$ cat src/rtl/pattern_string_gen.sv
// pattern_string_gen
//  Emits one framed test string per accepted start as a valid/ready byte
//  stream: 0x00, finance symbol, N_DIGITS digits, math symbol, N_CAPS
//  capitals, 0x00. Characters come from an 8-bit LFSR stepped on every
//  handshake. A byte position can be replaced by ERR_CHAR to build a
//  known-bad string; o_expect_ok reports which kind is being sent.
//  LEN = N_DIGITS + N_CAPS + 4 must not exceed 16 (4-bit byte index).
// Ports
//  i_clk        clock, all logic on rising edge
//  i_rst        synchronous active-high reset
//  i_start      request one string, sampled only while idle
//  i_seed       LFSR seed, latched on accept (0 is replaced by 8'h01)
//  i_err_pos    byte index to corrupt, latched on accept
//  i_ready      consumer takes o_data this cycle when o_valid=1
//  o_data       current byte
//  o_valid      o_data is valid
//  o_busy       string in progress, accept through last handshake
//  o_done       one-cycle pulse after the closing 0x00 handshake
//  o_expect_ok  1 when the current/last string is well-formed
module pattern_string_gen #(
    parameter int unsigned N_DIGITS = 3,
    parameter int unsigned N_CAPS   = 2,
    parameter logic [7:0]  ERR_CHAR = 8'h7E
) (
    input  logic       i_clk,
    input  logic       i_rst,
    input  logic       i_start,
    input  logic [7:0] i_seed,
    input  logic [3:0] i_err_pos,
    input  logic       i_ready,
    output logic [7:0] o_data,
    output logic       o_valid,
    output logic       o_busy,
    output logic       o_done,
    output logic       o_expect_ok
);

    localparam int unsigned LEN          = N_DIGITS + N_CAPS + 4;
    localparam logic [3:0]  LAST_IDX     = 4'(LEN - 1);
    localparam logic [3:0]  DIG_RUN_LAST = 4'(N_DIGITS - 1);
    localparam logic [3:0]  CAP_RUN_LAST = 4'(N_CAPS - 1);

    typedef enum logic [2:0] {
        S_IDLE,
        S_SOF,
        S_FIN,
        S_DIG,
        S_MATH,
        S_CAP,
        S_EOF
    } state_t;

    state_t     r_state,  w_state_nxt;
    logic [7:0] r_lfsr,   w_lfsr_nxt;
    logic [3:0] r_idx,    w_idx_nxt;
    logic [3:0] r_run,    w_run_nxt;
    logic [3:0] r_err_pos, w_err_pos_nxt;
    logic       r_inject, w_inject_nxt;
    logic [7:0] r_data,   w_data_nxt;
    logic       r_valid,  w_valid_nxt;
    logic       r_busy,   w_busy_nxt;
    logic       r_done,   w_done_nxt;
    logic       r_expect_ok, w_expect_ok_nxt;

    logic       w_hs;
    logic       w_start_inject;

    // Fibonacci step: shift left, feedback taps 7,5,4,3
    function automatic logic [7:0] lfsr_step(input logic [7:0] l);
        return {l[6:0], l[7] ^ l[5] ^ l[4] ^ l[3]};
    endfunction

    // Character for a given field, drawn from the LFSR value of that byte
    function automatic logic [7:0] char_for(input state_t s, input logic [7:0] r);
        logic [7:0] c;
        c = 8'h00;
        case (s)
            S_FIN: begin
                case (r[2:0])
                    3'd0:    c = 8'h23;  // #
                    3'd1:    c = 8'h24;  // $
                    3'd2:    c = 8'h25;  // %
                    3'd3:    c = 8'h26;  // &
                    3'd4:    c = 8'h40;  // @
                    3'd5:    c = 8'h23;  // #
                    3'd6:    c = 8'h24;  // $
                    default: c = 8'h25;  // %
                endcase
            end
            S_DIG: begin
                if (r[3:0] >= 4'd10) c = 8'h30 + 8'(r[3:0] - 4'd10);
                else                 c = 8'h30 + 8'(r[3:0]);
            end
            S_MATH: begin
                case (r[2:0])
                    3'd0:    c = 8'h2B;  // +
                    3'd1:    c = 8'h2D;  // -
                    3'd2:    c = 8'h2A;  // *
                    3'd3:    c = 8'h2F;  // /
                    3'd4:    c = 8'h5C;  // backslash
                    3'd5:    c = 8'h3D;  // =
                    3'd6:    c = 8'h3C;  // <
                    default: c = 8'h3E;  // >
                endcase
            end
            S_CAP: begin
                if (r[4:0] >= 5'd26) c = 8'h41 + 8'(r[4:0] - 5'd26);
                else                 c = 8'h41 + 8'(r[4:0]);
            end
            default: c = 8'h00;  // delimiters
        endcase
        return c;
    endfunction

    assign w_hs = r_valid && i_ready;

    // Only interior bytes may be corrupted; delimiters stay intact
    assign w_start_inject = (i_err_pos != 4'd0) && (i_err_pos < LAST_IDX);

    // State and datapath registers
    always_ff @(posedge i_clk) begin
        if (i_rst) begin
            r_state     <= S_IDLE;
            r_lfsr      <= 8'h01;
            r_idx       <= 4'd0;
            r_run       <= 4'd0;
            r_err_pos   <= 4'd0;
            r_inject    <= 1'b0;
            r_data      <= 8'h00;
            r_valid     <= 1'b0;
            r_busy      <= 1'b0;
            r_done      <= 1'b0;
            r_expect_ok <= 1'b1;
        end else begin
            r_state     <= w_state_nxt;
            r_lfsr      <= w_lfsr_nxt;
            r_idx       <= w_idx_nxt;
            r_run       <= w_run_nxt;
            r_err_pos   <= w_err_pos_nxt;
            r_inject    <= w_inject_nxt;
            r_data      <= w_data_nxt;
            r_valid     <= w_valid_nxt;
            r_busy      <= w_busy_nxt;
            r_done      <= w_done_nxt;
            r_expect_ok <= w_expect_ok_nxt;
        end
    end

    // Next-state and next-output logic; the following byte is loaded on the
    // handshake edge so the stream has no bubbles while i_ready stays high
    always_comb begin
        w_state_nxt     = r_state;
        w_lfsr_nxt      = r_lfsr;
        w_idx_nxt       = r_idx;
        w_run_nxt       = r_run;
        w_err_pos_nxt   = r_err_pos;
        w_inject_nxt    = r_inject;
        w_data_nxt      = r_data;
        w_valid_nxt     = r_valid;
        w_busy_nxt      = r_busy;
        w_done_nxt      = 1'b0;
        w_expect_ok_nxt = r_expect_ok;

        case (r_state)
            S_IDLE: begin
                if (i_start) begin
                    w_state_nxt     = S_SOF;
                    w_lfsr_nxt      = (i_seed == 8'h00) ? 8'h01 : i_seed;
                    w_idx_nxt       = 4'd0;
                    w_run_nxt       = 4'd0;
                    w_err_pos_nxt   = i_err_pos;
                    w_inject_nxt    = w_start_inject;
                    w_expect_ok_nxt = !w_start_inject;
                    w_data_nxt      = 8'h00;
                    w_valid_nxt     = 1'b1;
                    w_busy_nxt      = 1'b1;
                end
            end
            default: begin
                if (w_hs) begin
                    if (r_state == S_EOF) begin
                        w_state_nxt = S_IDLE;
                        w_data_nxt  = 8'h00;
                        w_valid_nxt = 1'b0;
                        w_busy_nxt  = 1'b0;
                        w_done_nxt  = 1'b1;
                    end else begin
                        case (r_state)
                            S_SOF: w_state_nxt = S_FIN;
                            S_FIN: begin
                                w_state_nxt = S_DIG;
                                w_run_nxt   = 4'd0;
                            end
                            S_DIG: begin
                                if (r_run == DIG_RUN_LAST) w_state_nxt = S_MATH;
                                else                       w_run_nxt   = r_run + 4'd1;
                            end
                            S_MATH: begin
                                w_state_nxt = S_CAP;
                                w_run_nxt   = 4'd0;
                            end
                            S_CAP: begin
                                if (r_run == CAP_RUN_LAST) w_state_nxt = S_EOF;
                                else                       w_run_nxt   = r_run + 4'd1;
                            end
                            default: w_state_nxt = S_IDLE;
                        endcase
                        w_lfsr_nxt = lfsr_step(r_lfsr);
                        w_idx_nxt  = r_idx + 4'd1;
                        if (r_inject && (w_idx_nxt == r_err_pos))
                            w_data_nxt = ERR_CHAR;
                        else
                            w_data_nxt = char_for(w_state_nxt, w_lfsr_nxt);
                    end
                end
            end
        endcase
    end

    assign o_data      = r_data;
    assign o_valid     = r_valid;
    assign o_busy      = r_busy;
    assign o_done      = r_done;
    assign o_expect_ok = r_expect_ok;

endmodule

$ cat config.mk
export PLATFORM = sky130hd
export DESIGN_NAME = pattern_string_gen
export DESIGN_NICKNAME = d
export VERILOG_FILES = /design/src/rtl/pattern_string_gen.sv
export SDC_FILE = /design/constraint.sdc
export NUM_CORES = 1
export LEC_CHECK = 0
export CAP_MARGIN = 40
export CORE_MARGIN = 2
export CORE_UTILIZATION = 49
export DETAILED_ROUTE_END_ITERATION = 10
export PLACE_DENSITY_LB_ADDON = 0.12
export REMOVE_ABC_BUFFERS = 1
export SLEW_MARGIN = 20
export SYNTH_ARGS = -nofsm -noshare
export SYNTH_HDL_FRONTEND = slang
export SYNTH_SLANG_ARGS = --single-unit
$ cat constraint.sdc
create_clock -name i_clk -period 2.5 [get_ports i_clk]
set_input_delay 0.5 -clock i_clk [delete_from_list [all_inputs] [get_ports i_clk]]
set_output_delay 0.5 -clock i_clk [all_outputs]
set_load 0.05 [all_outputs]
==> impl_metrics.json <==
{
  "status": "complete, no violations",
  "final_nets": 362,
  "postSynthCellCount": 302,
  "cts-resized-gates": 0,
  "routed_wl_um": 5709,
  "clockPowerShare_pct": 30.6,
  "htreeDepth": 2,
  "drc": 0,
  "n_fill_cell": 413,
  "yosysUniqueCellTypes": 62,
  "worstRegToRegCells": 6,
  "pre_cts_ws_ns": 0.01695,
  "p_leak_nw": 1.039,
  "antenna_cells": 0,
  "setup_tns_ns": 0,
  "period_minus_slack_ns": 2.161,
  "fin_skew_ns": 0.008225,
  "min_period_over_period_pct": 86.46,
  "drt-initial-drc-count": 188,
  "p_total_w": 0.001704,
  "syn_area_per_cell_um2": 7.718,
  "rows": 25,
  "syn_to_final_growth_pct": 21.36,
  "dr_total_vias": 2275,
  "antenna_left": 0,
  "fmax_ghz": 0.4627,
  "die_w_um": 72.97,
  "final-setup-viol-count": 0,
  "min_from": "o_data[0]",
  "path_clk_slew_ns": 0.08,
  "whs_endpoint": "o_data[0]",
  "min_path_type": "reg -> reg",
  "power.internal_w": 0.001110,
  "cts_root_buf": "clkbuf_8",
  "hold_viol": 0,
  "wl_per_cell_um": 14.60,
  "cts.sinks": 34,
  "die_area_um2": 5325,
  "die_h_um": 72.97,
  "seqPwrFrac_pct": 35.7,
  "grt_antenna_before_repair": 0,
  "synth_flop_cell": "dfxtp_1",
  "r2r-start": "r_state[0]",
  "r2r_slack_ns": 0.41,
  "async_flop_share_pct": 0,
  "avgViaCountPerCell": 5.818,
  "grt_max_degree": 19,
  "crit_type": "in -> reg",
  "p_sw_share_pct": 34.89,
  "ys_seq_elements": 34,
  "max-slew-margin-rel_pct": 60.25,
  "num_io_pins": 28,
  "min_path_cells": 2,
  "power_density_nw_per_um2": 602.5,
  "slew_viol_final": 0,
  "hold_buffers": 0,
  "ys_seq_area_share_pct": 29.20,
  "io_buffers": 26,
  "rsz0062_at_grt": "no",
  "insertion_delay_ns": 0.30,
  "yosysWarnings": 0,
  "grtUsageTotal_pct": 22.84,
  "dr.pass1.iters": 4,
  "tightest_slew_ns": 0.5955,
  "postCtsSetupRepairBufs": 0,
  "netlist_area_um2": 2331,
  "r2r_end": "r_lfsr[3]",
  "p_sw_w": 0.0005947,
  "hpwl_um": 4266,
  "vdd_drop_max_uv": 380.5,
  "crit_start": "i_start",
  "cp_data_arrival_time_ns": 2.37,
  "coreArea_um2": 4661,
  "critPathCaptureType": "register",
  "cts_tree": "done",
  "critPathRequiredTime_ns": 2.71,
  "start_kind": "input pin",
  "cts_buffers": 5,
  "grt_pass1_vias": 1969,
  "cts_buffer_depth": 2,
  "grt-ovfl-total": 0,
  "grt_first_pass_wirelength_um": 9522,
  "start_util_pct": 50.01,
  "gp_congestion": 0.9522,
  "cap_viol_max_count": 0,
  "synth_edf_count": 0,
  "comb_power_share_pct": 33.6,
  "finalHoldWorstSlack_ns": 0.4590,
  "drive_above_1_share_pct": 11.87,
  "worst_slack_ns": 0.3386,
  "crit_fanout": 14
}
-- registers in the layout, indices dropped and copies added (netlist names) --
name         count
r_err_pos        4
o_done           1
r_inject         1
o_busy           1
r_run            4
r_lfsr           8
o_expect_ok      1
r_idx            4
r_state          3
o_data           7
-- power groups by stage --
stage / Sequential (W) / Combinational [W] / Clock [W]
2_1_floorplan: 0.000646 / 0.000333 / 0
3_3_place_gp: 0.000620 / 0.000567 / 0
3_5_place_dp: 0.000621 / 0.000566 / 0
4_1_cts: 0.000609 / 0.000570 / 0.000532
5_1_grt: 0.000614 / 0.000633 / 0.000552
6_report: 0.000609 / 0.000574 / 0.000522
-- logic make-up after synthesis --
family,after synthesis,synth area share [%]
and+or+nand+nor,113,24.05
AOI/OAI and AO/OA,97,27.38
DFF,34,29.20
buffers and inverters,29,6.655
xor gates and xnor gates,11,4.133
adders and majority gates,10,5.368
muxes,7,3.060
other,1,0.1609
-- worst max-delay path, cell delays in order --
cell and delay, ns:
clkdlybuf4s50_1 0.49, or4b_4 0.49, o21a_1 0.24, a21oi_2 0.23, buf_12 0.16, nor2_1 0.04
a211oi_1 0.21
-- synth_stat cells, drive strengths merged (2+ instances only) --
cell | n | area, um2
a2111oi | 3 | 27.53
a211oi | 13 | 97.59
a21oi | 34 | 173.9
a221oi | 2 | 17.52
a22oi | 3 | 22.52
a311oi | 5 | 43.79
a31oi | 6 | 37.54
buf | 12 | 81.32
clkbuf | 10 | 47.54
dfxtp | 34 | 680.7
ha | 10 | 125.1
inv | 6 | 22.52
mux2i | 6 | 60.06
nand2 | 36 | 137.6
nand2b | 6 | 37.54
nand3 | 11 | 55.05
nand3b | 3 | 22.52
nor2 | 31 | 116.4
nor2b | 2 | 12.51
nor3 | 7 | 40.04
nor3b | 5 | 42.54
o211a | 2 | 20.02
o211ai | 2 | 15.01
o21ai | 14 | 73.82
or3 | 3 | 18.77
xnor2 | 7 | 61.31
xor2 | 4 | 35.03
-- routing by layer --
metal / global-route usage [%] / routed length, um / share of wire [%] / up-vias
met5: 0 / 0 / 0 / -
met4: 9.053 / 123 / 2.2 / 0
met3: 5.387 / 273 / 4.8 / 12
met2: 33.94 / 2532 / 44 / 54
met1: 31.88 / 2779 / 49 / 1037
li1: - / - / - / 1172
-- worst max-delay path by stage --
stage                end  slack, ns  depth (start not counted)
2_1_floorplan   r_idx[2]       0.02                          6
3_3_place_gp   r_lfsr[3]       0.07                          7
3_5_place_dp   r_lfsr[3]       0.02                          7
4_1_cts        r_lfsr[3]       0.31                          7
5_1_grt        o_data[5]       0.18                          7
6_report       r_lfsr[3]       0.34                          7
-- final cells by class --
| type | instances | area, um2 | share of cell area, % |
|---|---|---|---|
| Tap cell | 54 | 67.56 | 2.388 |
| Clock inverter | 3 | 45.04 | 1.592 |
| Inverter | 7 | 26.28 | 0.9288 |
| Multi-Input combinational cell | 239 | 1495 | 52.85 |
| Sequential cell | 34 | 680.7 | 24.06 |
| Clock buffer | 5 | 68.82 | 2.433 |
| Timing Repair Buffer | 49 | 445.4 | 15.75 |
-- stage by stage --
step	std cells	instance area, um2	util (%)
final	391	2829	60.70
after global routing	391	2829	60.70
after CTS	391	2829	60.70
after detailed placement	383	2715	58.26
after global placement	383	2715	58.26
after floorplan	280	2202	-
-- cell usage in the layout, fill, tap and decap left out, types with 2 or more instances in the layout --
cell,n
a211oi_1,13
nand3b_1,3
xor2_1,4
or3_1,3
nor3b_1,4
a2111oi_0,2
nor3_1,6
o211ai_1,2
nor2b_1,2
ha_1,10
buf_4,22
a221oi_1,2
o211a_1,2
clkbuf_8,5
a22oi_1,3
nand2b_1,6
nand2_1,35
xnor2_1,7
mux2i_1,6
o21ai_0,13
nand3_1,11
a31oi_1,6
dfxtp_1,34
clkinvlp_4,2
a311oi_1,5
inv_1,6
clkdlybuf4s50_1,26
a21oi_1,33
nor2_1,31
No activity file was read; power rests on OpenSTA's default activity.
